## src/rtl/vga_sync_gen.sv

```systemverilog
`default_nettype none
// ============================================================================
// Module      : vga_sync_gen
// Description : 640x480@60 VGA raster timing (counters, sync, blank, strobes).
// Revision    : 1.0 - initial release
// ============================================================================
module vga_sync_gen #(
  parameter int H_VISIBLE       = 640,
  parameter int H_FRONT         = 16,
  parameter int H_SYNC          = 96,
  parameter int H_BACK          = 48,
  parameter int V_VISIBLE       = 480,
  parameter int V_FRONT         = 10,
  parameter int V_SYNC          = 2,
  parameter int V_BACK          = 33,
  parameter int SYNC_ACTIVE_LOW = 1
) (
  input  logic       i_Clk,
  input  logic       i_Rst_n,
  output logic       o_HSync,
  output logic       o_VSync,
  output logic       o_HBlank,
  output logic       o_VBlank,
  output logic       o_HReset,
  output logic       o_VReset,
  output logic [9:0] o_Col,
  output logic [9:0] o_Row
);

  localparam int   c_H_TOTAL  = H_VISIBLE + H_FRONT + H_SYNC + H_BACK;
  localparam int   c_V_TOTAL  = V_VISIBLE + V_FRONT + V_SYNC + V_BACK;
  localparam logic c_SYNC_ON  = (SYNC_ACTIVE_LOW != 0) ? 1'b0 : 1'b1;

  localparam logic [9:0] c_H_LAST   = 10'(c_H_TOTAL - 1);
  localparam logic [9:0] c_V_LAST   = 10'(c_V_TOTAL - 1);
  localparam logic [9:0] c_HS_START = 10'(H_VISIBLE + H_FRONT);
  localparam logic [9:0] c_HS_END   = 10'(H_VISIBLE + H_FRONT + H_SYNC);
  localparam logic [9:0] c_VS_START = 10'(V_VISIBLE + V_FRONT);
  localparam logic [9:0] c_VS_END   = 10'(V_VISIBLE + V_FRONT + V_SYNC);

  logic [9:0] r_h, r_v;
  logic [9:0] w_h_next, w_v_next;
  logic       w_h_wrap;
  logic       w_hsync, w_vsync, w_hblank, w_vblank, w_hreset, w_vreset;

  // Decodes use next-state counters so the registered outputs line up with o_Col/o_Row.
  always_comb begin
    w_h_wrap = (r_h == c_H_LAST);
    w_h_next = w_h_wrap ? 10'd0 : r_h + 10'd1;
    w_v_next = r_v;
    if (w_h_wrap) begin
      w_v_next = (r_v == c_V_LAST) ? 10'd0 : r_v + 10'd1;
    end
    w_hblank = (w_h_next >= 10'(H_VISIBLE));
    w_vblank = (w_v_next >= 10'(V_VISIBLE));
    w_hsync  = ((w_h_next >= c_HS_START) && (w_h_next < c_HS_END)) ? c_SYNC_ON : ~c_SYNC_ON;
    w_vsync  = ((w_v_next >= c_VS_START) && (w_v_next < c_VS_END)) ? c_SYNC_ON : ~c_SYNC_ON;
    w_hreset = (w_h_next == c_H_LAST);
    w_vreset = (w_h_next == c_H_LAST) && (w_v_next == c_V_LAST);
  end

  always_ff @(posedge i_Clk or negedge i_Rst_n) begin
    if (!i_Rst_n) begin
      r_h      <= 10'd0;
      r_v      <= 10'd0;
      o_HSync  <= ~c_SYNC_ON;
      o_VSync  <= ~c_SYNC_ON;
      o_HBlank <= 1'b0;
      o_VBlank <= 1'b0;
      o_HReset <= 1'b0;
      o_VReset <= 1'b0;
    end else begin
      r_h      <= w_h_next;
      r_v      <= w_v_next;
      o_HSync  <= w_hsync;
      o_VSync  <= w_vsync;
      o_HBlank <= w_hblank;
      o_VBlank <= w_vblank;
      o_HReset <= w_hreset;
      o_VReset <= w_vreset;
    end
  end

  assign o_Col = r_h;
  assign o_Row = r_v;

endmodule
`default_nettype wire
```

## config.mk

```make
export PLATFORM = sky130hd
export DESIGN_NAME = vga_sync_gen
export DESIGN_NICKNAME = d
export VERILOG_FILES = /design/src/rtl/vga_sync_gen.sv
export SDC_FILE = /design/constraint.sdc
export NUM_CORES = 1
export LEC_CHECK = 0
export ABC_AREA = 1
export BUFFER_PORTS_ARGS = -buffer_cell sky130_fd_sc_hd__buf_2
export CORE_ASPECT_RATIO = 0.5
export CORE_UTILIZATION = 50
export CTS_BUF_LIST = sky130_fd_sc_hd__clkbuf_2
export DETAILED_ROUTE_END_ITERATION = 6
export GPL_ROUTABILITY_DRIVEN = 0
export PLACE_DENSITY_LB_ADDON = 0.3
export SLEW_MARGIN = 20
export SYNTH_ARGS = -nofsm -noshare
export SYNTH_HDL_FRONTEND = slang
export SYNTH_SLANG_ARGS = --single-unit
```

## constraint.sdc

```tcl
create_clock -name i_Clk -period 1.6 [get_ports i_Clk]
set_input_delay 0.32 -clock i_Clk [delete_from_list [all_inputs] [get_ports i_Clk]]
set_output_delay 0.32 -clock i_Clk [all_outputs]
set_load 0.05 [all_outputs]
```

==> impl_metrics.env <==
export IMPL_r2r_setup_slack_ns=-0.14
export IMPL_clock_sinks=26
export IMPL_place_ws_ns=-0.0506
export IMPL_fin_ws_ns=-0.139
export IMPL_setup_viol=4
export IMPL_rsz0062_at_grt="yes"
export IMPL_placed_area_um2=1910
export IMPL_synth_area_um2=1620
export IMPL_fp_row_count=14
export IMPL_finClkSkew_ns=0.00889
export IMPL_critPathCapture="o_VReset"
export IMPL_fin_crit_sh_pct=109
export IMPL_cp_start_kind="flip-flop"
export IMPL_die_h_um=42.3
export IMPL_yosysWarnings=0
export IMPL_fmax_ghz=0.575
export IMPL_core_um2=3050
export IMPL_avgSynthCellArea_um2=7.21
export IMPL_syn_to_final_growth_pct=39.6
export IMPL_worstPathMaxFanout=5
export IMPL_drc_errors=0
export IMPL_synth_adder_area_share_pct=3.09
export IMPL_io_buffers=27
export IMPL_clk_latency_ns=0.35
export IMPL_synth_xor_area_share_pct=0
export IMPL_totalWireLength_um=4630
export IMPL_viasPerCell=5.27
export IMPL_r2r_start="o_Col[5]"
export IMPL_clk_path_buf_depth=2
export IMPL_grt_pass1_wl_um=6330
export IMPL_n_antenna_cell=0
export IMPL_synthMuxAreaShare_pct=0
export IMPL_syn_nets=231
export IMPL_critPathArrivalTime_ns=2.04
export IMPL_place_hpwl_um=2840
export IMPL_synth_distinct_cells=27
export IMPL_numCtsBuffers=3
export IMPL_post_place_cells=302
export IMPL_dieArea_um2=3490
export IMPL_grt_max_degree=27
export IMPL_fin_util_pct=74.3
export IMPL_tns_ns=-0.259
export IMPL_period_needed_ns=1.74
export IMPL_cap_viol_max_count=0
export IMPL_endpoint_kind="flip-flop"
export IMPL_total_power_uw=923
export IMPL_crit_required_ns=1.90
export IMPL_cts_tree="built"
export IMPL_hold_class="input pin to async pin"
export IMPL_ios=28
export IMPL_worstSetupPathType="flip-flop to flip-flop"
export IMPL_ant_nets=0
export IMPL_drive_above_1_share_pct=48.0
export IMPL_start_util_pct=53.2
export IMPL_ys_ff_latch=26
export IMPL_ys_seq_area_share_pct=40.3
export IMPL_synth_simple_area_share_pct=41.8
export IMPL_dr_pass1_iters=4
export IMPL_p_per_area_nw_per_um2=408
export IMPL_synth_compound_area_share_pct=4.17
export IMPL_maxSlewViolCount=0
export IMPL_outcome="complete, but fails checks"
export IMPL_synth_top_family_by_area="simple AND/OR/NAND/NOR gates"
export IMPL_r2r_cells=9
export IMPL_wl_per_cell_um=14.5
export IMPL_drt_iter0_markers=90
export IMPL_violations="negative setup slack"
export IMPL_vias=1681
export IMPL_tightestPinTransition_ns=0.597
export IMPL_syn_inst=225
export IMPL_cts_root_buffer="clkbuf_2"
export IMPL_cts_max_level=1
export IMPL_design_area_um2=2260
export IMPL_grt_pass1_vias=1348
export IMPL_rr_endpoint="o_VReset"
export IMPL_slew_headroom_pct=60.2
export IMPL_fin_cells=319
export IMPL_vdd_drop_max_v=0.000307
export IMPL_antenna_found_initial=0
export IMPL_path_clk_slew_ns=0.24
export IMPL_cp_startpoint="o_Col[5]"
export IMPL_final_nets=286
export IMPL_grtUsageTotal_pct=24.4
export IMPL_cellLeakagePower_nw=1.17
export IMPL_fp_dieW_um=82.5
export IMPL_fin_hold_ws_ns=0.456
export IMPL_finalHoldViolCount=0
export IMPL_grt_overflow=0
-- cell usage after synthesis --
cell type	number	area share (%)
o21ai_1	2	0.62
nor2_1	31	7.2
o21ai_0	3	0.93
dfstp_2	2	3.2
buf_8	1	0.93
nand3_2	3	1.9
a21oi_2	2	1.1
dfrtp_1	24	37
buf_2	2	0.62
clkinv_2	1	0.31
nor3_2	1	0.62
nor3_1	1	0.31
a21oi_1	2	0.62
nand2_2	8	3.1
nor2_4	1	0.69
nand4_1	7	2.7
nand3_4	1	1.1
inv_2	3	0.69
nand3b_1	1	0.46
nand3_1	24	7.4
inv_1	35	8.1
or2_2	1	0.39
nand2_4	1	0.69
o21bai_1	2	0.93
ha_1	4	3.1
nor2_8	1	1.2
nand2_1	61	14
-- how the worst min path moves through the flow --
stage                     depth (start not counted)     from  endpoint  slack (ns)
after global routing                              2  i_Rst_n  o_Col[7]        0.46
after floorplan                                   0  i_Rst_n  o_Col[0]        0.02
after detailed placement                          1  i_Rst_n  o_Col[6]        0.36
after global placement                            1  i_Rst_n  o_Col[5]        0.34
final                                             2  i_Rst_n  o_Col[7]        0.46
after CTS                                         2  i_Rst_n  o_Col[7]        0.46
-- layout by cell type, fill, tap and decap left out, types with 2 or more instances in the layout --
cell type | netlist | layout
nand2_4 | 1 | 4
nand3_4 | 1 | 5
inv_1 | 35 | 30
nand3_1 | 24 | 15
inv_2 | 3 | 8
buf_2 | 2 | 24
o21bai_1 | 2 | 2
nand2_1 | 61 | 50
dfrtp_2 | 0 | 14
dfrtp_1 | 24 | 10
o21ai_0 | 3 | 3
dfstp_2 | 2 | 2
nand3_2 | 3 | 9
buf_6 | 0 | 2
nand4_1 | 7 | 7
buf_4 | 0 | 23
a21oi_1 | 2 | 2
nor2_1 | 31 | 20
nor2_2 | 0 | 8
clkbuf_2 | 0 | 3
nand2_2 | 8 | 15
ha_4 | 0 | 3
nor2_4 | 1 | 5
-- registers in the layout (all words and copies together) (netlist names) --
signal / flops
o_Col: 10
o_Row: 10
o_HBlank: 1
o_HReset: 1
o_HSync: 1
o_VBlank: 1
o_VReset: 1
o_VSync: 1
-- area by class of cell --
class                      instances  area, um^2
clock inverter                     1        3.75
fill                             208         785
multi-input combinational        159        1040
tap                               40        50.0
clock buffer                       3        15.0
timing repair buffer              51         333
inverter                          39         151
sequential                        26         671
-- critical path, cell delays in order, from the launching register on --
cell and delay (ns):
dfrtp_1 0.49, inv_1 0.12, nand2_1 0.07, nor2_2 0.23
nand3_4 0.20, nand3_4 0.15, nand2_4 0.06, nor2_4 0.08
nand3_2 0.09, nor3_2 0.19
-- cells by family (layout without fill, tap and decap cells) --
group / after synthesis / in the layout
compound gates: 11 / 11
fa+ha+maj: 4 / 4
buf+inv: 42 / 94
flops: 26 / 26
simple gates: 142 / 144
-- repair_timing --
item,in CTS,in global routing
cloned,2,0
setup buffers,0,10
setup endpoints to repair,2,8
pin swaps,3,28
resized for setup,8,55
hold buffers,1,0
endpoints found under the hold margin,24,0
-- power by group --
part	internal, mW	switching [mW]
combinational	0.00245	0.0129
sequential	0.659	0
clock	0.0543	0.195
-- metal layers --
metal  wire length, um  vias up  track usage [%]  part of all wire [%]
li1                  -      809                -                     -
met1              1990      807             35.4                    43
met2              2280       55             38.7                    49
met3               292       10             4.78                   6.3
met4                65        0             3.79                   1.4
met5                 0        -                0                     0
Power figures use the tool's default switching activity.
